[src/rtl/fc_pkg.sv]
// rtl/fc_pkg.sv - shared types and constants for the fully-connected layer
package fc_pkg;

    typedef enum logic [2:0] {
        IDLE  = 3'd0,
        MAC   = 3'd1,
        DRAIN = 3'd2,
        BIAS  = 3'd3,
        WRITE = 3'd4,
        DONE  = 3'd5
    } state_t;

    localparam logic [2:0]  CSEL_FLAT = 3'b101;
    localparam logic [2:0]  CSEL_FC   = 3'b110;
    localparam int          FRAC_BITS = 16;
    localparam logic [19:0] SAT_MAX   = 20'h7FFFF;

endpackage

[src/rtl/fc_requant.sv]
// rtl/fc_requant.sv - ReLU, round-half-up and saturate an x.32 accumulator to 4.16
module fc_requant
    import fc_pkg::*;
#(
    parameter int ACC_W = 52
) (
    input  logic [ACC_W-1:0] acc,
    output logic [19:0]      score
);

    localparam int R_W = ACC_W - FRAC_BITS;

    logic [R_W-1:0] r;

    // Drop the 16 extra fraction bits and round half up; acc is non-negative
    // whenever r is used, so the add cannot overflow.
    assign r = acc[ACC_W-1:FRAC_BITS] + {{(R_W-1){1'b0}}, acc[FRAC_BITS-1]};

    // Negative sums clamp to zero, large positive sums clamp to the 4.16 maximum.
    always_comb begin
        score = r[19:0];
        if (acc[ACC_W-1]) begin
            score = 20'h0;
        end else if (r > {{(R_W-20){1'b0}}, SAT_MAX}) begin
            score = SAT_MAX;
        end
    end

endmodule

[src/rtl/fc_layer.sv]
// rtl/fc_layer.sv - fully-connected classifier: dot products, bias, ReLU/requant
module fc_layer
    import fc_pkg::*;
#(
    parameter int N_IN      = 2048,
    parameter int NUM_OUT   = 10,
    parameter int DATA_W    = 20,
    parameter int ACC_W     = 52,
    parameter int WADDR_W   = 15,
    parameter int BIAS_BASE = N_IN * NUM_OUT
) (
    input  logic               clk,
    input  logic               reset,
    input  logic               ready,
    output logic               busy,
    output logic [2:0]         csel,
    output logic               crd,
    output logic [11:0]        caddr_rd,
    input  logic [DATA_W-1:0]  cdata_rd,
    output logic [WADDR_W-1:0] waddr,
    input  logic [DATA_W-1:0]  wdata,
    output logic               cwr,
    output logic [11:0]        caddr_wr,
    output logic [19:0]        cdata_wr
);

    localparam int CNT_W = $clog2(N_IN);
    localparam int OUT_W = $clog2(NUM_OUT);

    state_t                    state, state_d;
    logic [CNT_W-1:0]          cnt, cnt_d;
    logic [OUT_W-1:0]          out_idx, out_idx_d;
    logic signed [ACC_W-1:0]   acc, acc_d;

    logic signed [2*DATA_W-1:0] prod;
    logic signed [ACC_W-1:0]    prod_ext;
    logic signed [ACC_W-1:0]    bias_ext;
    logic [19:0]                score;

    logic                busy_d, crd_d, cwr_d;
    logic [2:0]          csel_d;
    logic [11:0]         caddr_rd_d, caddr_wr_d;
    logic [19:0]         cdata_wr_d;
    logic [WADDR_W-1:0]  waddr_d;

    logic last_in, last_out;

    assign last_in  = (cnt == CNT_W'(N_IN - 1));
    assign last_out = (out_idx == OUT_W'(NUM_OUT - 1));

    // Full-precision 8.32 product, and the bias aligned to the x.32 accumulator.
    assign prod     = $signed(cdata_rd) * $signed(wdata);
    assign prod_ext = {{(ACC_W-2*DATA_W){prod[2*DATA_W-1]}}, prod};
    assign bias_ext = {{(ACC_W-DATA_W-FRAC_BITS){wdata[DATA_W-1]}}, wdata, {FRAC_BITS{1'b0}}};

    // Requantise the value the accumulator will hold on entry to WRITE.
    fc_requant #(.ACC_W(ACC_W)) u_requant (
        .acc   (acc_d),
        .score (score)
    );

    // State, counters, accumulator and all registered outputs.
    always_ff @(posedge clk or negedge reset) begin
        if (!reset) begin
            state    <= IDLE;
            cnt      <= '0;
            out_idx  <= '0;
            acc      <= '0;
            busy     <= 1'b0;
            crd      <= 1'b0;
            cwr      <= 1'b0;
            csel     <= 3'b000;
            caddr_rd <= '0;
            caddr_wr <= '0;
            cdata_wr <= '0;
            waddr    <= '0;
        end else begin
            state    <= state_d;
            cnt      <= cnt_d;
            out_idx  <= out_idx_d;
            acc      <= acc_d;
            busy     <= busy_d;
            crd      <= crd_d;
            cwr      <= cwr_d;
            csel     <= csel_d;
            caddr_rd <= caddr_rd_d;
            caddr_wr <= caddr_wr_d;
            cdata_wr <= cdata_wr_d;
            waddr    <= waddr_d;
        end
    end

    // Next state plus counter/accumulator updates; the first MAC cycle of each
    // output has no read data in flight yet, so it only issues an address.
    always_comb begin
        state_d   = state;
        cnt_d     = cnt;
        out_idx_d = out_idx;
        acc_d     = acc;
        case (state)
            IDLE: begin
                if (ready) begin
                    state_d   = MAC;
                    cnt_d     = '0;
                    out_idx_d = '0;
                    acc_d     = '0;
                end
            end
            MAC: begin
                if (cnt != '0) acc_d = acc + prod_ext;
                if (last_in) state_d = DRAIN;
                else         cnt_d   = cnt + 1'b1;
            end
            DRAIN: begin
                acc_d   = acc + prod_ext;
                state_d = BIAS;
            end
            BIAS: begin
                acc_d   = acc + bias_ext;
                state_d = WRITE;
            end
            WRITE: begin
                if (last_out) begin
                    state_d = DONE;
                end else begin
                    state_d   = MAC;
                    out_idx_d = out_idx + 1'b1;
                    acc_d     = '0;
                    cnt_d     = '0;
                end
            end
            DONE:    state_d = IDLE;
            default: state_d = IDLE;
        endcase
    end

    // Output values for the coming state, so strobes line up with that state.
    always_comb begin
        busy_d     = (state_d != IDLE) && (state_d != DONE);
        crd_d      = (state_d == MAC);
        cwr_d      = (state_d == WRITE);
        csel_d     = 3'b000;
        caddr_rd_d = '0;
        caddr_wr_d = '0;
        cdata_wr_d = '0;
        waddr_d    = '0;
        case (state_d)
            MAC: begin
                csel_d     = CSEL_FLAT;
                caddr_rd_d = 12'(cnt_d);
                waddr_d    = WADDR_W'(int'(out_idx_d) * N_IN + int'(cnt_d));
            end
            DRAIN: begin
                waddr_d = WADDR_W'(BIAS_BASE + int'(out_idx_d));
            end
            WRITE: begin
                csel_d     = CSEL_FC;
                caddr_wr_d = 12'(out_idx_d);
                cdata_wr_d = score;
            end
            default: ;
        endcase
    end

endmodule

[config.mk]
export PLATFORM = sky130hd
export DESIGN_NAME = fc_layer
export DESIGN_NICKNAME = d
export VERILOG_FILES = /design/src/rtl/fc_pkg.sv /design/src/rtl/fc_requant.sv /design/src/rtl/fc_layer.sv
export SDC_FILE = /design/constraint.sdc
export NUM_CORES = 2
export LEC_CHECK = 0
export ABC_AREA = 1
export BUFFER_PORTS_ARGS = -buffer_cell sky130_fd_sc_hd__buf_2
export CAP_MARGIN = 20
export CORE_AREA = 3 3 284 286
export CTS_BUF_LIST = sky130_fd_sc_hd__clkbuf_2
export CTS_CLUSTER_SIZE = 10
export DETAILED_ROUTE_END_ITERATION = 10
export DIE_AREA = 0 0 287 289
export PLACE_DENSITY = 0.57
export SYNTH_ARGS = -nofsm -noshare
export SYNTH_HDL_FRONTEND = slang
export SYNTH_SLANG_ARGS = --single-unit
[constraint.sdc]
create_clock -name clk -period 8.3 [get_ports clk]
set_input_delay 1.66 -clock clk [delete_from_list [all_inputs] [get_ports clk]]
set_output_delay 1.66 -clock clk [all_outputs]
set_load 0.005 [all_outputs]
**Word level (Yosys, flattened, before mapping)**

Index checks and enable logic that the tools add are counted.

- Order comparisons: 1
- Multipliers: 1
- Eq/ne operators: 13
- Add/subtract/negate cells: 7
- Muxes and demuxes: 22
- Reduce and logical (&&, ||, !) cells: 6

Operator list:

| operator | number |
|---|---|
| one-hot mux 52 bit (5 select lines) | 1 |
| 2-to-1 mux 52 bit | 3 |
| 2-to-1 mux 20 bit | 3 |
| adder 52 x 36 -> 52 bit | 1 |
| adder 52 x 40 -> 52 bit | 1 |
| 2-to-1 mux 11 bit | 4 |
| multiplier 20 x 20 -> 40 bit | 1 |
| adder 36 x 1 -> 36 bit | 1 |
| greater-than comparator 36 x 19 -> 1 bit (second input constant) | 1 |
| one-hot mux 11 bit (3 select lines) | 1 |
| one-hot mux 15 bit (2 select lines) | 1 |
| adder 15 x 11 -> 15 bit | 1 |
| adder 15 x 4 -> 15 bit (first input constant) | 1 |
| one-hot mux 3 bit (5 select lines) | 1 |
| 2-to-1 mux 4 bit | 3 |
| adder 11 x 1 -> 11 bit (second input constant) | 1 |
| == test 11 bit (second input constant) | 1 |
| nonzero test 11 bit | 1 |
| == test 3 x 2 -> 1 bit (second input constant) | 3 |
| 2-to-1 mux 3 bit | 3 |
| one-hot mux 4 bit (2 select lines) | 1 |
| == test 3 x 1 -> 1 bit (second input constant) | 2 |
| == test 3 bit (second input constant) | 2 |
| inequality test 2 bit (second input constant) | 3 |
| 9 further kinds | 9 |

- Output and inout port bits: 65
- Input port bits: 43
- Flip-flop bits (word level): 135
- Logic and storage cells: 63

**Longest topological paths before layout**

- Word-level depth: 9
- Depth in mapped cells: 47
- Depth with buffers taken out: 45

**Modules after synthesis**

A second synthesis with hierarchy kept.

- Cells, all modules: 4443
- Area, all modules: 31480.2 µm²

By module, submodules not included:

| module | instances | area each (µm²) | cells an instance |
|---|---|---|---|
| fc_layer | 1 | 29888.7 | 4146 |
| fc_requant | 1 | 1591.5 | 297 |

**Worst setup path before layout**

OpenSTA, ideal clock, no wires.

- Kind: input port to flip-flop
- Start: in wdata[0]
- End: reg cdata_wr[10]
- Stages: 37
- Arrival: 9.499 ns
- Setup slack: -1.346 ns
- Data required time: 8.153 ns
- Cells stage by stage: clkbuf_1 nand2_1 inv_1 fa_1 fa_1 inv_1 fa_1 inv_1 fa_1 fa_1 fa_1 inv_1 fa_1 inv_1 ha_1 nand2_1 nor2_1 inv_1 nor3_2 nand2_1 nand3_1 nand2_1 nor2_1 nor2_1 nor2_1 nand2_1 nor2_2 nand2_2 nor3_2 nand3_1 nand2_1 nand2_1 nor2_1 nand2_2 nor2_8 buf_12 a21oi_2

- Word-level cells in the longest chain between the ends: 9
- Elaborated cells on any way between the ends: 10
- Those cells by class: 3 x add/sub; 1 x mul; 1 x order compare; 5 x mux

RTL lines:

| what | line | RTL |
|---|---|---|
| start, declared | fc_layer.sv:21 | `input logic [DATA_W-1:0] wdata,` |
| multiplier 20 x 20 -> 40 bit | fc_layer.sv:52 | `assign prod = $signed(cdata_rd) * $signed(wdata);` |
| adder 52 x 40 -> 52 bit | fc_layer.sv:110, fc_layer.sv:115 |  |
| 2-to-1 mux 52 bit | fc_layer.sv:110 | `if (cnt != '0) acc_d = acc + prod_ext;` |
| one-hot mux 52 bit (5 select lines) (*) | fc_layer.sv:100 | `case (state)` |
| adder 36 x 1 -> 36 bit | fc_requant.sv:17 | `assign r = acc[ACC_W-1:FRAC_BITS] + {{(R_W-1){1'b0}}, acc[FRAC_BITS-1]};` |
| greater-than comparator 36 x 19 -> 1 bit | fc_requant.sv:24 | `end else if (r > {{(R_W-20){1'b0}}, SAT_MAX}) begin` |
| 2-to-1 mux 20 bit | fc_requant.sv:24 |  |
| 2-to-1 mux 20 bit (*) | fc_requant.sv:22 | `if (acc[ACC_W-1]) begin` |
| 2-to-1 mux 20 bit (*) | fc_layer.sv:147 | `case (state_d)` |
| named net cdata_wr_d[10] | fc_layer.sv:43 | `logic [19:0] cdata_wr_d;` |
| end signal, assigned | fc_layer.sv:88 | `cdata_wr <= cdata_wr_d;` |
| end, declared | fc_layer.sv:24 | `output logic [19:0] cdata_wr` |

Mark *: on every way through the listed nets, which the timed path passes. The rest lies on a longest branch. The select of a mux whose other input is x is not followed.
A chain may end at the register's enable or synchronous reset.

**Final worst setup path**

- Start: in cdata_rd[19]
- End: reg cdata_wr[4]

- Word-level cells in the longest chain between the ends: 9

RTL lines:

| what | line | RTL |
|---|---|---|
| start, declared | fc_layer.sv:19 | `input logic [DATA_W-1:0] cdata_rd,` |
| multiplier 20 x 20 -> 40 bit (*) | fc_layer.sv:52 |  |
| adder 52 x 40 -> 52 bit (*) | fc_layer.sv:110, fc_layer.sv:115 |  |
| 2-to-1 mux 52 bit | fc_layer.sv:110 |  |
| one-hot mux 52 bit (5 select lines) (*) | fc_layer.sv:100 |  |
| named net acc_d[31] | fc_layer.sv:33 | `logic signed [ACC_W-1:0] acc, acc_d;` |
| adder 36 x 1 -> 36 bit (*) | fc_requant.sv:17 |  |
| greater-than comparator 36 x 19 -> 1 bit (*) | fc_requant.sv:24 |  |
| 2-to-1 mux 20 bit (*) | fc_requant.sv:24 |  |
| 2-to-1 mux 20 bit (*) | fc_requant.sv:22 |  |
| 2-to-1 mux 20 bit (*) | fc_layer.sv:147 |  |
| named net cdata_wr_d[4] | fc_layer.sv:43 |  |

Marks and branches as above.

==> results.json <==
{
  "clock-root-buffer": "clkbuf_2",
  "clk_pin_slew_ns": 0.20,
  "hold_path_end": "acc[8]",
  "cap_violations": 0,
  "crit_fanout": 7,
  "ys_ff_latch": 125,
  "clk_latency_ns": 0.81,
  "hold_depth": 2,
  "rr_startpoint": "acc[17]",
  "place.gp.congestion": 0.994,
  "layout.nets": 5686,
  "die_h_um": 289,
  "timing.fmax_ghz": 0.118,
  "grt_pass1_wl_um": 158000,
  "async_reset_ff_frac": 1.00,
  "startpoint_type": "primary input",
  "synthTopCellsByArea": "fa_1 35%, inv_1 17%, nand2_1 14%",
  "synth_adder_area_share": 0.427,
  "slew_headroom": 0.316,
  "clockBufferDepth": 2,
  "fp.dieW_um": 287,
  "synth_top_family_by_area": "adder cells",
  "setup_tns_ns": -2.73,
  "syn_area_um2": 31400,
  "status": "finished, violations left",
  "htreeDepth": 4,
  "synth_edf_count": 0,
  "skew_ns": 0.0465,
  "cpMaxStageDelayCell": "fa_2",
  "period_needed_ns": 8.48,
  "arrival_ns": 9.18,
  "hp-class": "flop to flop",
  "cts_sinks": 125,
  "r2r_cells": 39,
  "cts_tree": "yes",
  "min-delay-start": "acc[8]",
  "rsz0062_at_grt": "true",
  "rows": 103,
  "first_pass_iters": 8,
  "grt_overflow_total": 0,
  "finalInstanceArea_um2": 38300,
  "period_share": 1.02,
  "grt_max_degree": 67,
  "setup_ws_ns": -0.177,
  "final_cells": 5965,
  "synth_simple_gate_area_frac": 0.243,
  "synth_cell_types": 52,
  "critPathKind": "primary input to flop",
  "drc_errors": 0,
  "r2r_slack_ns": 0.70,
  "core_um2": 78600,
  "antenna_found_initial": 1,
  "start_util": 0.399,
  "grt_pass1_vias": 28100,
  "slew_viol_final": 0,
  "failed_checks": "setup timing",
  "drt-initial-drc-count": 1744,
  "grt_use_total": 0.246,
  "synth_top_area_frac": 0.349,
  "vias_per_cell": 4.69,
  "wl_per_cell_um": 16.9,
  "synthFlopType": "dfrtp_1",
  "num_io_pins": 108,
  "cp.required_ns": 9.00,
  "placed_area_um2": 36400,
  "dp_slack_ns": -1.22,
  "cts_buffers": 17,
  "wl_um": 101000,
  "worstMarginPinSlew_ns": 1.02,
  "cp-end-kind": "flop",
  "worstReg2RegEnd": "cdata_wr[4]",
  "synth_mux_area_frac": 0,
  "synth-compound-area-share": 0.0367,
  "hpwl_um": 88300,
  "netlist_instances": 4429,
  "hold_viol": 0,
  "synth_xor_area_frac": 0.0112,
  "setup_violations": 19,
  "numPortBuffers": 98,
  "vias": 28000,
  "ant_nets": 0,
  "layout-drive-gt1-share": 0.188,
  "dieArea_um2": 82900,
  "yosysTopAreaCell": "fa_1",
  "ys_warn_count": 0,
  "slowest_delay_ns": 0.61,
  "yosysSeqAreaShare": 0.0997,
  "syn_avg_cell_area_um2": 7.08,
  "area_growth_pct": 22.0,
  "dp_cells": 5888
}
## cell usage in the layout, fill, tap and decap left out, types with 5 or more instances in the layout
master	instances
a21oi_1	64
a21oi_2	32
buf_12	25
buf_2	78
buf_4	424
buf_6	21
bufinv_16	6
clkbuf_2	19
conb_1	10
dfrtp_1	125
fa_1	533
fa_2	14
ha_1	164
ha_4	27
inv_1	1367
inv_2	26
nand2_1	1137
nand2_2	69
nand2_4	23
nand3_1	164
nand3_2	25
nand3_4	8
nand3b_1	9
nand4_1	54
nor2_1	199
nor2_2	45
nor2_4	37
nor3_1	21
nor3_2	5
o21ai_0	45
o21ai_1	8
o21ai_2	5
o21bai_1	11
o22ai_1	14
xnor2_1	20
xor2_1	20
## registers in the layout, summed over array words and instances (netlist names), 4 cells and up
name      flops
caddr_wr      4
waddr        15
caddr_rd     11
out_idx       4
acc          52
cdata_wr     20
cnt          11
## per-stage QoR
step           utilization  hold slack (ns)
2_1_floorplan            -            0.498
3_3_place_gp         0.463            0.525
3_5_place_dp         0.463            0.534
4_1_cts              0.471            0.575
5_1_grt              0.487            0.617
6_report             0.487            0.581
## worst max-delay path, delay by kind of cell
kind	cells	cell delay (ns)
fa+ha+maj	8	3.84
buf+inv	13	1.43
compound gates	2	0.15
simple gates	19	2.04
## how the worst max path moves through the flow
stage / from / endpoint / depth (start not counted)
after detailed placement: wdata[5] / cdata_wr[0] / 39
after floorplan: cdata_rd[19] / cdata_wr[10] / 35
after global routing: cdata_rd[19] / cdata_wr[4] / 42
final: cdata_rd[19] / cdata_wr[4] / 42
after global placement: wdata[5] / cdata_wr[8] / 41
after CTS: wdata[3] / cdata_wr[5] / 47
## per-layer routing
layer  vias up  GRT usage  share of wire
met5         -          0              0
met4         0     0.0617          0.028
met3       116     0.0243          0.043
met2       629      0.422           0.48
met1     13600      0.337           0.45
li1      13600          -              -
## cell usage after synthesis, types with 2 or more instances
cell	n
o21ai_1	6
xnor2_1	20
xor2_1	20
o221ai_1	2
nor2_2	11
o21ai_2	4
nor3_2	5
nor3_1	24
inv_2	9
nand3_2	7
ha_1	194
nand2_4	7
and2_1	2
o21ai_0	48
a21oi_1	88
or2_2	4
nand3_4	2
nor2_4	5
inv_1	1385
nor2_8	2
fa_1	547
inv_4	2
o211ai_1	3
nand2_1	1205
a31oi_1	4
clkinv_1	2
a22oi_1	2
nand4_2	2
o21bai_1	11
o22ai_1	15
clkbuf_1	89
buf_4	14
nand4_1	54
and3_1	2
nand3_1	188
a21oi_2	11
nor2_1	265
nand2_2	19
nand3b_1	9
buf_2	4
dfrtp_1	125
## cells by family after synthesis
group                    count (synthesis)
AND/OR/NAND/NOR                       1815
adder cells (fa/ha/maj)                741
flip-flops                             125
AO/OA/AOI/OAI                          200
buffers and inverters                 1507
other                                    1
XOR/XNOR                                40
## cell type report
cell class              instances  area [µm²]
fillers                      8138       40300
diodes                          1        2.50
repair buffers                554        4420
clock inverters                12         219
multi-input cells            2806       23800
flip-flops and latches        125        3130
inverters                    1398        5260
well taps                    1050        1310
clock buffers                  19        95.1
## what timing repair did
action,4_1_cts,5_1_grt
pin swaps,15,90
gates resized for setup,73,223
hold buffers,0,0
endpoints found under the setup margin,19,19
gates cloned,0,4
buffers inserted,6,35
Power is not shown: default switching activity piles up to over one toggle a cycle in this logic, so the estimate is an artifact.
